$ cat src/rtl/vga_register_update_scheduler_if.sv
// Request/response bundle between the PicoBlaze / config-counter side and the
// VGA register update scheduler.
interface vga_register_update_scheduler_if #(
  parameter int unsigned NUM_REGS = 10
);
  logic [7:0]          port_id;
  logic [7:0]          in_dato;
  logic                write_strobe;
  logic [1:0]          config_mode;
  logic                cfg_commit;
  logic [3:0]          cfg_sel;
  logic [7:0]          cfg_data;
  logic [NUM_REGS-1:0] reg_load;
  logic [7:0]          reg_data;
  logic [NUM_REGS-1:0] pending;
  logic                busy;
  logic                overwrite_err;

  modport master (
    output port_id, in_dato, write_strobe, config_mode,
           cfg_commit, cfg_sel, cfg_data,
    input  reg_load, reg_data, pending, busy, overwrite_err
  );

  modport slave (
    input  port_id, in_dato, write_strobe, config_mode,
           cfg_commit, cfg_sel, cfg_data,
    output reg_load, reg_data, pending, busy, overwrite_err
  );
endinterface

$ cat src/rtl/vga_register_update_scheduler.sv
// Buffers display-register writes in shadow slots and replays them during vblank.
// Optional SCHED_BYPASS_EN adds bypass_vblank to issue without waiting for blanking.
module vga_register_update_scheduler #(
  parameter int unsigned NUM_REGS         = 10,
  parameter logic [7:0]  PORT_BASE        = 8'h00,
  parameter bit          VSYNC_ACTIVE_LOW = 1'b1
) (
  input  logic clock,
  input  logic reset,
  input  logic vsync,
`ifdef SCHED_BYPASS_EN
  input  logic bypass_vblank,
`endif
  vga_register_update_scheduler_if.slave bus
);

  localparam int unsigned IW       = (NUM_REGS > 1) ? $clog2(NUM_REGS) : 1;
  localparam logic [7:0]  NREG8    = 8'(NUM_REGS);
  localparam logic        VS_IDLE  = VSYNC_ACTIVE_LOW;

  typedef enum logic {IDLE, SCAN} state_t;

  state_t              state;
  logic [7:0]          shadow [NUM_REGS];
  logic [NUM_REGS-1:0] pending_q;
  logic [NUM_REGS-1:0] reg_load_q;
  logic [7:0]          reg_data_q;
  logic                busy_q;
  logic                err_q;
  logic                vs_meta, vs_sync, vs_prev;

  logic                blank_start;
  logic                go;
  logic [8:0]          pb_diff;
  logic                pb_hit, cfg_hit;
  logic [NUM_REGS-1:0] pb_vec, cf_vec, cap_mask, issue_mask;
  logic [7:0]          cap_data [NUM_REGS];
  logic                found;
  logic [IW-1:0]       sel_idx;
  logic                issue_en;

  assign blank_start = (vs_sync != VS_IDLE) && (vs_prev == VS_IDLE);
`ifdef SCHED_BYPASS_EN
  assign go = blank_start || bypass_vblank;
`else
  assign go = blank_start;
`endif

  always_comb begin
    pb_diff = {1'b0, bus.port_id} - {1'b0, PORT_BASE};
    pb_hit  = bus.write_strobe && !pb_diff[8] && (pb_diff[7:0] < NREG8);
    cfg_hit = bus.cfg_commit && ({4'b0000, bus.cfg_sel} < NREG8);
    pb_vec   = '0;
    cf_vec   = '0;
    cap_mask = '0;
    found    = 1'b0;
    sel_idx  = '0;
    for (int unsigned i = 0; i < NUM_REGS; i++) begin
      pb_vec[i]   = pb_hit && (pb_diff[7:0] == 8'(i));
      cf_vec[i]   = cfg_hit && ({4'b0000, bus.cfg_sel} == 8'(i));
      cap_mask[i] = pb_vec[i] | cf_vec[i];
      // Same-slot collision: config counters win only while user config is active
      cap_data[i] = (cf_vec[i] && (!pb_vec[i] || (bus.config_mode != 2'b00)))
                    ? bus.cfg_data : bus.in_dato;
      if (pending_q[i] && !found) begin
        found   = 1'b1;
        sel_idx = IW'(i);
      end
    end
    issue_en   = found && ((state == SCAN) || go);
    issue_mask = '0;
    if (issue_en) issue_mask[sel_idx] = 1'b1;
  end

  // Outputs are registered: the slot chosen at an edge is presented for the following cycle,
  // so busy/SCAN coincide exactly with cycles carrying a load pulse.
  always_ff @(posedge clock or posedge reset) begin
    if (reset) begin
      state      <= IDLE;
      shadow     <= '{default: '0};
      pending_q  <= '0;
      reg_load_q <= '0;
      reg_data_q <= '0;
      busy_q     <= 1'b0;
      err_q      <= 1'b0;
      vs_meta    <= VS_IDLE;
      vs_sync    <= VS_IDLE;
      vs_prev    <= VS_IDLE;
    end else begin
      vs_meta <= vsync;
      vs_sync <= vs_meta;
      vs_prev <= vs_sync;
      for (int unsigned i = 0; i < NUM_REGS; i++) begin
        if (cap_mask[i]) shadow[i] <= cap_data[i];
      end
      pending_q <= (pending_q & ~issue_mask) | cap_mask;
      if (|(cap_mask & pending_q & ~issue_mask)) err_q <= 1'b1;
      reg_load_q <= issue_mask;
      reg_data_q <= issue_en ? shadow[sel_idx] : 8'h00;
      busy_q     <= issue_en;
      state      <= issue_en ? SCAN : IDLE;
    end
  end

  assign bus.reg_load      = reg_load_q;
  assign bus.reg_data      = reg_data_q;
  assign bus.pending       = pending_q;
  assign bus.busy          = busy_q;
  assign bus.overwrite_err = err_q;

endmodule
$ cat src/flat_wrapper.sv
// flat-port wrapper written by rule: the top's interface ports become plain ports
module vga_register_update_scheduler_flat 
#(
  parameter int unsigned NUM_REGS         = 10,
  parameter logic [7:0]  PORT_BASE        = 8'h00,
  parameter bit          VSYNC_ACTIVE_LOW = 1'b1
)
  (clock, reset, vsync, bus_port_id, bus_in_dato, bus_write_strobe, bus_config_mode, bus_cfg_commit, bus_cfg_sel, bus_cfg_data, bus_reg_load, bus_reg_data, bus_pending, bus_busy, bus_overwrite_err);
  vga_register_update_scheduler_if #(.NUM_REGS(NUM_REGS)) bus_i ();
  input  logic clock;
  input  logic reset;
  input  logic vsync;
  input wire logic [$bits(bus_i.port_id)-1:0] bus_port_id;
  input wire logic [$bits(bus_i.in_dato)-1:0] bus_in_dato;
  input wire logic [$bits(bus_i.write_strobe)-1:0] bus_write_strobe;
  input wire logic [$bits(bus_i.config_mode)-1:0] bus_config_mode;
  input wire logic [$bits(bus_i.cfg_commit)-1:0] bus_cfg_commit;
  input wire logic [$bits(bus_i.cfg_sel)-1:0] bus_cfg_sel;
  input wire logic [$bits(bus_i.cfg_data)-1:0] bus_cfg_data;
  output wire logic [$bits(bus_i.reg_load)-1:0] bus_reg_load;
  output wire logic [$bits(bus_i.reg_data)-1:0] bus_reg_data;
  output wire logic [$bits(bus_i.pending)-1:0] bus_pending;
  output wire logic [$bits(bus_i.busy)-1:0] bus_busy;
  output wire logic [$bits(bus_i.overwrite_err)-1:0] bus_overwrite_err;
  assign bus_i.port_id = bus_port_id;
  assign bus_i.in_dato = bus_in_dato;
  assign bus_i.write_strobe = bus_write_strobe;
  assign bus_i.config_mode = bus_config_mode;
  assign bus_i.cfg_commit = bus_cfg_commit;
  assign bus_i.cfg_sel = bus_cfg_sel;
  assign bus_i.cfg_data = bus_cfg_data;
  assign bus_reg_load = bus_i.reg_load;
  assign bus_reg_data = bus_i.reg_data;
  assign bus_pending = bus_i.pending;
  assign bus_busy = bus_i.busy;
  assign bus_overwrite_err = bus_i.overwrite_err;
  vga_register_update_scheduler #(.NUM_REGS(NUM_REGS), .PORT_BASE(PORT_BASE), .VSYNC_ACTIVE_LOW(VSYNC_ACTIVE_LOW)) u_core (.clock(clock), .reset(reset), .vsync(vsync), .bus(bus_i));
endmodule
$ cat config.mk
export PLATFORM = sky130hd
export DESIGN_NAME = vga_register_update_scheduler_flat
export DESIGN_NICKNAME = d
export VERILOG_FILES = /design/src/rtl/vga_register_update_scheduler_if.sv /design/src/rtl/vga_register_update_scheduler.sv /design/src/flat_wrapper.sv
export SDC_FILE = /design/constraint.sdc
export NUM_CORES = 1
export LEC_CHECK = 0
export CAP_MARGIN = 20
export CORE_MARGIN = 3
export CORE_UTILIZATION = 47
export CTS_CLUSTER_SIZE = 16
export DETAILED_ROUTE_END_ITERATION = 10
export GPL_ROUTABILITY_DRIVEN = 0
export PLACE_DENSITY = 0.72
export SYNTH_ARGS = -nofsm -noshare
export SYNTH_HDL_FRONTEND = slang
export SYNTH_SLANG_ARGS = --single-unit
$ cat constraint.sdc
create_clock -name clock -period 3.9 [get_ports clock]
set_input_delay 0.78 -clock clock [delete_from_list [all_inputs] [get_ports clock]]
set_output_delay 0.78 -clock clock [all_outputs]
set_load 0.02 [all_outputs]
==> Word-level counts from Yosys, hierarchy flattened <==
Cells that the tools add are included.
{ "totals": {"reg_bits": 114, "input_bits": 35, "output_inout_bits": 30} }
{ "classes": {"n_lt_le_gt_ge": 5, "n_eq_ne": 18, "n_mux": 37, "n_bitwise": 17, "n_reduce_logical": 78} }
{ "op_table": {"columns": ["operator", "count"], "rows": [
  ["8-bit two-way mux", 13],
  ["1-bit logical AND", 44],
  ["8-bit binary-select mux with 4-bit select", 1],
  ["8-bit by 3-bit == test with 1-bit output, second input constant", 4],
  ["4-bit two-way mux", 8],
  ["10-bit bitwise AND", 3],
  ["1-bit zero test", 19],
  ["4-bit by 3-bit == test with 1-bit output, second input constant", 4],
  ["8-bit by 2-bit == test with 1-bit output, second input constant", 2],
  ["8-bit by 4-bit == test with 1-bit output, second input constant", 2],
  ["1-bit two-way mux", 13],
  ["1-bit logical OR", 11],
  ["10-bit two-way mux", 1],
  ["10-bit NOT", 1],
  ["1-bit bitwise OR", 10],
  ["10-bit bitwise OR", 1],
  ["10-bit OR reduction", 1],
  ["4-bit by 2-bit == test with 1-bit output, second input constant", 2],
  ["4-bit == test, second input constant", 2],
  ["8-bit by 1-bit == test with 1-bit output, second input constant", 1],
  ["8-bit zero test", 1],
  ["8-bit by 4-bit < comparator with 1-bit output, second input constant", 1],
  ["5-bit greater-or-equal comparator, second input constant", 1],
  ["4-bit by 5-bit < comparator with 1-bit output, second input constant", 1],
  ["other kinds (8)", 8]
]} }

==> Longest topological paths before layout <==
Gate-level depths: netlist of run 1.
{ "depth": {"depth_word": 36, "ltp_mapped": 9, "ltp_nobuf": 6} }

==> Least setup slack after synthesis of run 1 <==
OpenSTA, ideal clock, no wires.
{ "synth_timing": {"path_type": "input to register", "startpoint": "input bus_port_id[7]", "endpoint": "register u_core.shadow[72] in the netlist's numbering", "setup_ns": 0.066, "arrival_ns": 2.519, "required_ns": 3.834, "setup_slack_ns": 1.315, "path_stages": 7, "path_cell_list": "or4b_2 nor2_1 a21boi_0 clkbuf_1 nor2_1 nand2_1 nand2_1"} }
{ "synth_via": {"elab_chain_len": 7, "word_cells_on_any_way": 9} }
{ "synth_rtl": {"columns": ["element", "line_no", "source"], "rows": [
  ["start: declaration", "flat_wrapper.sv:13", "input wire logic [$bits(bus_i.port_id)-1:0] bus_port_id;"],
  ["8-bit by 4-bit < comparator with 1-bit output", "vga_register_update_scheduler.sv:51", "pb_hit = bus.write_strobe && !pb_diff[8] && (pb_diff[7:0] < NREG8);"],
  ["1-bit logical AND", "vga_register_update_scheduler.sv:51", null],
  ["1-bit logical AND *", "vga_register_update_scheduler.sv:59", "pb_vec[i] = pb_hit && (pb_diff[7:0] == 8'(i));"],
  ["1-bit zero test", "vga_register_update_scheduler.sv:63", "cap_data[i] = (cf_vec[i] && (!pb_vec[i] || (bus.config_mode != 2'b00)))"],
  ["1-bit logical OR", "vga_register_update_scheduler.sv:63", null],
  ["1-bit logical AND", "vga_register_update_scheduler.sv:63", null],
  ["8-bit two-way mux", "vga_register_update_scheduler.sv:64", "? bus.cfg_data : bus.in_dato;"],
  ["end signal: indexed assignment", "vga_register_update_scheduler.sv:94", "if (cap_mask[i]) shadow[i] <= cap_data[i];"],
  ["end: declaration", "vga_register_update_scheduler.sv:24", "logic [7:0] shadow [NUM_REGS];"]
]} }
Every way passes the cells marked *; elsewhere a longest branch is shown, timed or not.
A chain may end at the register's enable or synchronous reset.

==> Final worst setup path of run 1 <==
{ "layout_timing": {"startpoint": "register u_core.pending_q[0], in the netlist u_core.bus.pending[0]", "endpoint": "register u_core.err_q, in the netlist u_core.bus.overwrite_err"} }
{ "layout_via": {"elab_chain_len": 36, "word_cells_on_any_way": 48} }
{ "layout_rtl": {"columns": ["element", "line_no", "source"], "rows": [
  ["start: declaration", "vga_register_update_scheduler.sv:25", "logic [NUM_REGS-1:0] pending_q;"],
  ["start signal: assignment", "vga_register_update_scheduler.sv:96", "pending_q <= (pending_q & ~issue_mask) | cap_mask;"],
  ["1-bit two-way mux", "vga_register_update_scheduler.sv:65", "if (pending_q[i] && !found) begin"],
  ["1-bit zero test", "vga_register_update_scheduler.sv:65", null],
  ["1-bit logical AND", "vga_register_update_scheduler.sv:65", null],
  ["1-bit two-way mux", "vga_register_update_scheduler.sv:65", null],
  ["1-bit zero test", "vga_register_update_scheduler.sv:65", null],
  ["1-bit logical AND", "vga_register_update_scheduler.sv:65", null],
  ["1-bit two-way mux", "vga_register_update_scheduler.sv:65", null],
  ["1-bit zero test", "vga_register_update_scheduler.sv:65", null],
  ["[20 not listed]", null, null],
  ["4-bit by 5-bit < comparator with 1-bit output (implied by the code) / 4-bit by 1-bit greater-or-equal comparator with 1-bit output (equally long branches)", "vga_register_update_scheduler.sv:72", "if (issue_en) issue_mask[sel_idx] = 1'b1;"],
  ["1-bit logical AND (implied by the code)", "vga_register_update_scheduler.sv:72", null],
  ["1-bit two-way mux (implied by the code)", "vga_register_update_scheduler.sv:72", null],
  ["1-bit demux with 4-bit select", null, null],
  ["10-bit two-way mux", "vga_register_update_scheduler.sv:72", null],
  ["10-bit NOT", "vga_register_update_scheduler.sv:97", "if (|(cap_mask & pending_q & ~issue_mask)) err_q <= 1'b1;"],
  ["10-bit bitwise AND *", "vga_register_update_scheduler.sv:97", null],
  ["10-bit OR reduction *", "vga_register_update_scheduler.sv:97", null],
  ["end signal: assignment", "vga_register_update_scheduler.sv:85", "err_q <= 1'b0;"],
  ["end signal: assignment", "vga_register_update_scheduler.sv:97", null],
  ["end: declaration", "vga_register_update_scheduler.sv:29", "logic err_q;"]
]} }
Marks and branches as above.

==> metrics.md, run 1 <==
| Metric | Value |
|---|---|
| Setup crit end kind | `flip-flop` |
| Final Hold Fails | `0` |
| Area share of the largest cell type after synthesis | `49.49%` |
| Largest net degree at the start of global routing | `61` |
| Min cycle time layout | `3.152 ns` |
| DR pass1 iterations | `6` |
| Area leader, netlist | `dfrtp_1` |
| RSZ-0062 raised after global routing | `false` |
| Total power per unit cell area | `757.5 nW/um^2` |
| Max Buffers Root-to-Sink | `2` |
| GRT Total Usage | `26.85%` |
| FF+latch count, synth | `113` |
| Slew Limit Fails | `0` |
| Critical Path Fanout Max | `12` |
| EDFF count, synth | `0` |
| # port buffers | `64` |
| Die Height | `114.8 um` |
| FFs w/ async S/R, synth | `100.0%` |
| Arr. time, crit path | `3.42 ns` |
| Row count | `39` |
| CTS tree | `done` |
| TritonCTS Buffers | `17` |
| Min-Delay Path Class | `flip-flop to flip-flop` |
| # nets final | `680` |
| Via/cell ratio | `6.522` |
| Worst path slowest cell | `nor4_2` |
| CP Launch Type | `flip-flop` |
| Layout cells sized above 1 | `9.726%` |
| Wire length per cell | `21.43 um` |
| Dpl cell area | `6370 sq um` |
| Total negative slack | `0 ns` |
| Vias in the first global route | `4995` |
| Core Util, Final | `60.69%` |
| Clk_lat worst skew | `0.42 ns` |
| DR vias | `5224` |
| Post-CTS Resized | `0` |
| YS warnings | `0` |
| Total core area | `11520 sq um` |
| Clock sinks | `113` |
| Max Clk Rate | `317.3 MHz` |
| Top cells by count, synth | `110 x dfrtp_1, 97 x nand2_1, 80 x a22oi_1` |
| I/O pins | `65` |
| Die area | `13170 sq um` |
| Root buffer cell | `clkbuf_16` |
| Initial cell density of the core | `48.29%` |
| Final setup fails | `0` |
| Critical path type | `flip-flop to flip-flop` |
| CP Cell Sequence | `nor4_2 -> o21ai_1 -> o31ai_1 -> o221ai_1 -> nor4bb_1 -> o211ai_1` |
| Final period utilization | `80.82%` |
| Max incr delay on CP | `0.78 ns` |
| Fill count | `981` |
| Antenna cells | `0` |
| GRT overflow | `0` |
| Critical Path RT | `4.17 ns` |
| Post-route ant nets | `0` |
| Seq/Total Area, Yosys | `50.91%` |
| First-pass GRT wire length | `27160 um` |
| Area growth, synth to finish | `25.67%` |
| Leakage | `3.043 nW` |
| Worst Clk Skew | `0.005334 ns` |
| Routed WL | `17170 um` |
| Antenna violations before repair | `0` |
| Relative slew slack | `37.42%` |
| Setup Buffers After CTS | `0` |
| Max_cap viols | `0` |
| Syn Nets | `613` |
| Syn Area/Cell | `9.622 sq um` |
| H-tree Lvls | `4` |
| Worst-path clk slew | `0.05 ns` |
| Post-route cell area | `6989 sq um` |
| Top cells by area, synth | `dfrtp_1 49%, a22oi_1 11%, nand2_1 6.5%, o21ai_0 4.0%, o31ai_1 2.6%` |
| Synth Flop Type | `dfrtp_1` |
| Cells after Synth | `578` |
| Max IR drop VDD | `0.3313 mV` |
| First DRT Iteration DRCs | `628` |
| Die Wd | `114.8 um` |
| Worst-Margin Slew | `0.9353 ns` |
| Most used standard cell by instance count after synthesis | `dfrtp_1` |
| Hold buffers post-CTS | `0` |
| Synthesized area | `5562 sq um` |
| Synth cell types | `53` |
| # DRC | `0` |
| Hpwl dp | `12250 um` |
| Status | `finished, final reports clean` |
| Total power after layout | `0.005294 W` |
## worst paths after layout
path	start	endpoint	slack, ns	cells after the start
worst min register to register	u_core.vs_meta	u_core.vs_sync	0.37	0
min in group asynchronous	reset	u_core.bus.pending[1]	0.86	2
worst max-delay path	u_core.bus.pending[0]	u_core.bus.overwrite_err	0.75	6
worst min-delay path	u_core.vs_meta	u_core.vs_sync	0.37	0
max in group asynchronous	reset	u_core.shadow[0]	2.27	3
worst max register to register	u_core.bus.pending[0]	u_core.bus.overwrite_err	0.75	6
## per-layer routing
layer | share of wire (%) | wire length [um] | track usage (%)
met5 | 0 | 0 | 0
met3 | 9.6 | 1646 | 5.474
met1 | 41 | 6975 | 36.96
met4 | 2.0 | 335 | 10.56
met2 | 48 | 8207 | 42.06
## layout by cell type (no fill, tap or decap), drive strengths merged, types with 2 or more instances in the layout
| master | instances |
|---|---|
| a2111oi | 2 |
| a211o | 6 |
| a211oi | 4 |
| a21boi | 8 |
| a21oi | 25 |
| a22oi | 80 |
| a311oi | 8 |
| buf | 17 |
| bufinv | 4 |
| clkbuf | 20 |
| clkdlybuf4s50 | 64 |
| clkinv | 7 |
| dfrtp | 110 |
| dfstp | 3 |
| inv | 21 |
| mux2i | 9 |
| nand2 | 97 |
| nand2b | 3 |
| nand3 | 5 |
| nor2 | 27 |
| nor2b | 5 |
| nor3 | 10 |
| nor3b | 3 |
| nor4 | 5 |
| nor4bb | 2 |
| o211a | 8 |
| o21ai | 45 |
| o221ai | 2 |
| o22ai | 15 |
| o31ai | 19 |
| or2 | 7 |
| or4b | 2 |
## through the flow
stage / setup slack [ns] / cells / hold WS [ns]
CTS: 0.7750 / 801 / 0.3679
floorplan: 0.1376 / 578 / 0.3452
global placement: 0.6447 / 768 / 0.3468
global route: 0.5563 / 801 / 0.3692
finish: 0.7480 / 801 / 0.3654
detailed placement: 0.6529 / 769 / 0.3585
## flip-flops by register name, summed over array words and instances, names as in the netlist
name and cells:
u_core.bus.reg_data 8, u_core.shadow 80, u_core.bus.overwrite_err 1, u_core.bus.busy 1
u_core.bus.pending 10, u_core.vs_sync 1, u_core.vs_prev 1, u_core.bus.reg_load 10
u_core.vs_meta 1
## area by class of cell
cell class                 instances  area [sq um]  share of cell area (%)
clock buffer                      20         456.7                   6.534
multi-input combinational        411          2500                   35.77
sequential                       113          2831                   40.51
tap                              143         178.9                   2.560
timing repair buffer              81         778.2                   11.13
inverter                          21         81.33                   1.164
clock inverter                    12         162.7                   2.327
## where the power goes
group	switching (W)	internal, W
clock network	0.000529	0.00109
registers	0.000237	0.00149
logic	0.00118	0.000760
total	0.00195	0.00335
## worst max-delay path: cells and delay by family, from the launching register on
kind | cells | cell delay, ns
DFF | 1 | 0.54
and+or+nand+nor | 2 | 1.27
AOI/OAI and AO/OA | 4 | 1.19
## kinds of logic after synthesis
kind of cell / count (synthesis) / synth area share [%]
flip-flops: 113 / 50.91
multiplexers: 9 / 1.620
buffers and inverters: 54 / 4.139
AO/OA/AOI/OAI: 229 / 28.86
AND/OR/NAND/NOR: 173 / 14.47
(Power assumes the default switching activity.)
==> run 2, diff against run 1 <==
- PLACE_DENSITY: 0.72 -> 0.69
- clock period: 3.9 -> 3.2 ns (I/O delays scaled with it)
==> metrics.md, run 2 (synthesis results as in run 1) <==
| Metric | Value |
|---|---|
| Status | `finished, final reports clean (unchanged)` |
| TritonCTS Buffers | `17 (unchanged)` |
| Clk_lat worst skew | `0.41 ns (was 0.42 ns)` |
| Hold buffers post-CTS | `0 (unchanged)` |
| Sw Pwr | `0.002390 W (was 0.001948 W)` |
| Vias in the first global route | `5111 (was 4995)` |
| Final Hold Fails | `0 (unchanged)` |
| GRT Total Usage | `27.51% (was 26.85%)` |
| Total power per unit cell area | `903.0 nW/um^2 (was 757.5 nW/um^2)` |
| Reg2reg setup slack | `0.43 ns (was 0.75 ns)` |
| CTS tree | `done (unchanged)` |
| Critical path type | `flip-flop to flip-flop (unchanged)` |
| Total core area | `11520 sq um (unchanged)` |
| Worst-path clk slew | `0.05 ns (about the same)` |
| Fill count | `964 (was 981)` |
| Max incr delay on CP | `0.58 ns (was 0.78 ns)` |
| CP Launch Type | `flip-flop (unchanged)` |
| Arr. time, crit path | `3.06 ns (was 3.42 ns)` |
| Internal cell power | `0.004055 W (was 0.003346 W)` |
| Max Clk Rate | `360.8 MHz (was 317.3 MHz)` |
| Max IR drop VDD | `0.4211 mV (was 0.3313 mV)` |
| Largest Register | `u_core.shadow (unchanged)` |
| Layout cells sized above 1 | `11.78% (was 9.726%)` |
| Max Buffers Root-to-Sink | `2 (unchanged)` |
| Post-CTS Resized | `0 (unchanged)` |
| Switching part of the total power | `37.09% (was 36.79%)` |
| # DRC | `0 (unchanged)` |
| Root buffer cell | `clkbuf_16 (unchanged)` |
| Slew Limit Fails | `0 (unchanged)` |
| Hpwl dp | `12550 um (was 12250 um)` |
| Die area | `13170 sq um (unchanged)` |
| Total negative slack | `0 ns (unchanged)` |
| # nets final | `701 (was 680)` |
| Comb pwr share | `38.6% (was 36.7%)` |
| Worst Hold Depth | `0 (unchanged)` |
| Initial cell density of the core | `48.29% (unchanged)` |
| Worst path buffer plus inverter count | `1 (was 0)` |
| Top Family by Delay on Critical Path | `simple AND/OR/NAND/NOR gates (unchanged)` |
| Worst Clk Skew | `0.005781 ns (was 0.005334 ns)` |
| Routed WL | `17240 um (was 17170 um)` |
| GRT overflow | `0 (unchanged)` |
| Setup crit end kind | `flip-flop (unchanged)` |
| Antenna violations before repair | `0 (unchanged)` |
| Via/cell ratio | `6.426 (was 6.522)` |
| Largest net degree at the start of global routing | `43 (was 61)` |
| I/O pins | `65 (unchanged)` |
| Row count | `39 (unchanged)` |
| Post-route ant nets | `0 (unchanged)` |
| Largest register FFs | `80 (unchanged)` |
| Worst r2r src | `u_core.bus.pending[2] (was u_core.bus.pending[0])` |
| Setup Buffers After CTS | `0 (unchanged)` |
| Critical Path RT | `3.49 ns (was 4.17 ns)` |
| Relative slew slack | `35.32% (was 37.42%)` |
| Core Util, Final | `61.97% (was 60.69%)` |
| H-tree Lvls | `4 (unchanged)` |
| Hold Path Origin | `u_core.vs_meta (unchanged)` |
| # port buffers | `64 (unchanged)` |
| Commonest cells after routing, fill and taps aside | `110 x dfrtp_1, 97 x nand2_1, 80 x a22oi_1 (unchanged)` |
| Final period utilization | `86.62% (was 80.82%)` |
| DR pass1 iterations | `8 (was 6)` |
| Final setup fails | `0 (unchanged)` |
| First DRT Iteration DRCs | `696 (was 628)` |
| Hold endpoint | `u_core.vs_sync (unchanged)` |
| Wire length per cell | `20.97 um (was 21.43 um)` |
| DR vias | `5282 (was 5224)` |
| Clk pwr share | `28.7% (was 30.6%)` |
| RSZ-0062 raised after global routing | `false (unchanged)` |
| CP Cell Sequence | `or4_4 -> a2111oi_4 -> or2_1 -> buf_12 -> mux2i_1 -> a21oi_1 -> o211a_1 (was nor4_2 -> o21ai_1 -> o31ai_1 -> o221ai_1 -> nor4bb_1 -> o211ai_1)` |
| Die Height | `114.8 um (unchanged)` |
| Dpl cell area | `6549 sq um (was 6370 sq um)` |
| Min-Delay Path Class | `flip-flop to flip-flop (unchanged)` |
| Reg2Reg Depth | `7 (was 6)` |
| Worst path slowest cell | `or4_4 (was nor4_2)` |
| R2R Path End | `u_core.bus.reg_data[2] (was u_core.bus.overwrite_err)` |
| Die Wd | `114.8 um (unchanged)` |
| Clock sinks | `113 (unchanged)` |
| Max_cap viols | `0 (unchanged)` |
| Antenna cells | `0 (unchanged)` |
| Post-route cell area | `7137 sq um (was 6989 sq um)` |
| Critical Path Fanout Max | `18 (was 12)` |
| Worst-Margin Slew | `0.9666 ns (was 0.9353 ns)` |
| Min cycle time layout | `2.772 ns (was 3.152 ns)` |
| Fin Hold WS | `0.3592 ns (was 0.3654 ns)` |
| Area growth, synth to finish | `28.32% (was 25.67%)` |
| Leakage | `3.125 nW (was 3.043 nW)` |
| Sequential share of power | `32.7% (about the same)` |
| First-pass GRT wire length | `27990 um (was 27160 um)` |
| Most common cell after layout, fill and taps aside | `dfrtp_1 (unchanged)` |
## run 2: final cells by class
cell class,count,area [sq um],share of cell area [%]
inverter,21,82.58,1.157
clock inverter,5,77.57,1.087
sequential,113,2831,39.67
timing repair buffer,102,963.4,13.50
tap,143,178.9,2.507
clock buffer,27,503.0,7.048
multi-input combinational,411,2500,35.03
## run 2: metrics by stage
stage | cells | setup WS, ns | power (W)
5_1_grt | 822 | 0.4279 | 0.006744
2_1_floorplan | 578 | 0.7252 | 0.003635
3_3_place_gp | 789 | 0.2414 | 0.004479
6_report | 822 | 0.4280 | 0.006445
4_1_cts | 821 | 0.5245 | 0.006391
3_5_place_dp | 789 | 0.1757 | 0.004530
## run 2: power by group through the flow
stage	combinational, W	clock, W	sequential, W
4_1_cts	0.00243	0.00186	0.00210
2_1_floorplan	0.00147	0	0.00216
3_5_place_dp	0.00242	0	0.00211
6_report	0.00249	0.00185	0.00211
3_3_place_gp	0.00238	0	0.00210
5_1_grt	0.00266	0.00194	0.00214
## run 2: worst register-to-register path, stage by stage, from the launching register on
cell and delay [ns]:
dfrtp_1 0.50, or4_4 0.58, a2111oi_4 0.40, or2_1 0.21, buf_12 0.20, mux2i_1 0.38, a21oi_1 0.14, o211a_1 0.25
## run 2: how the worst max path moves through the flow
stage | start | to | slack, ns | depth (start not counted)
floorplan | u_core.bus.pending[1] | u_core.bus.reg_data[6] | 0.73 | 9
global placement | bus_port_id[3] | u_core.shadow[20] | 0.24 | 5
detailed placement | bus_port_id[3] | u_core.shadow[16] | 0.18 | 6
CTS | u_core.bus.pending[2] | u_core.bus.reg_data[2] | 0.52 | 7
global route | u_core.bus.pending[2] | u_core.bus.reg_data[7] | 0.43 | 7
finish | u_core.bus.pending[2] | u_core.bus.reg_data[2] | 0.43 | 7
## run 2: routing by layer
| metal | routed length, um | global-route usage, % |
|---|---|---|
| met1 | 7011 | 39.11 |
| met3 | 1896 | 7.158 |
| met2 | 8046 | 41.91 |
| met4 | 283 | 8.059 |
| met5 | 0 | 0 |
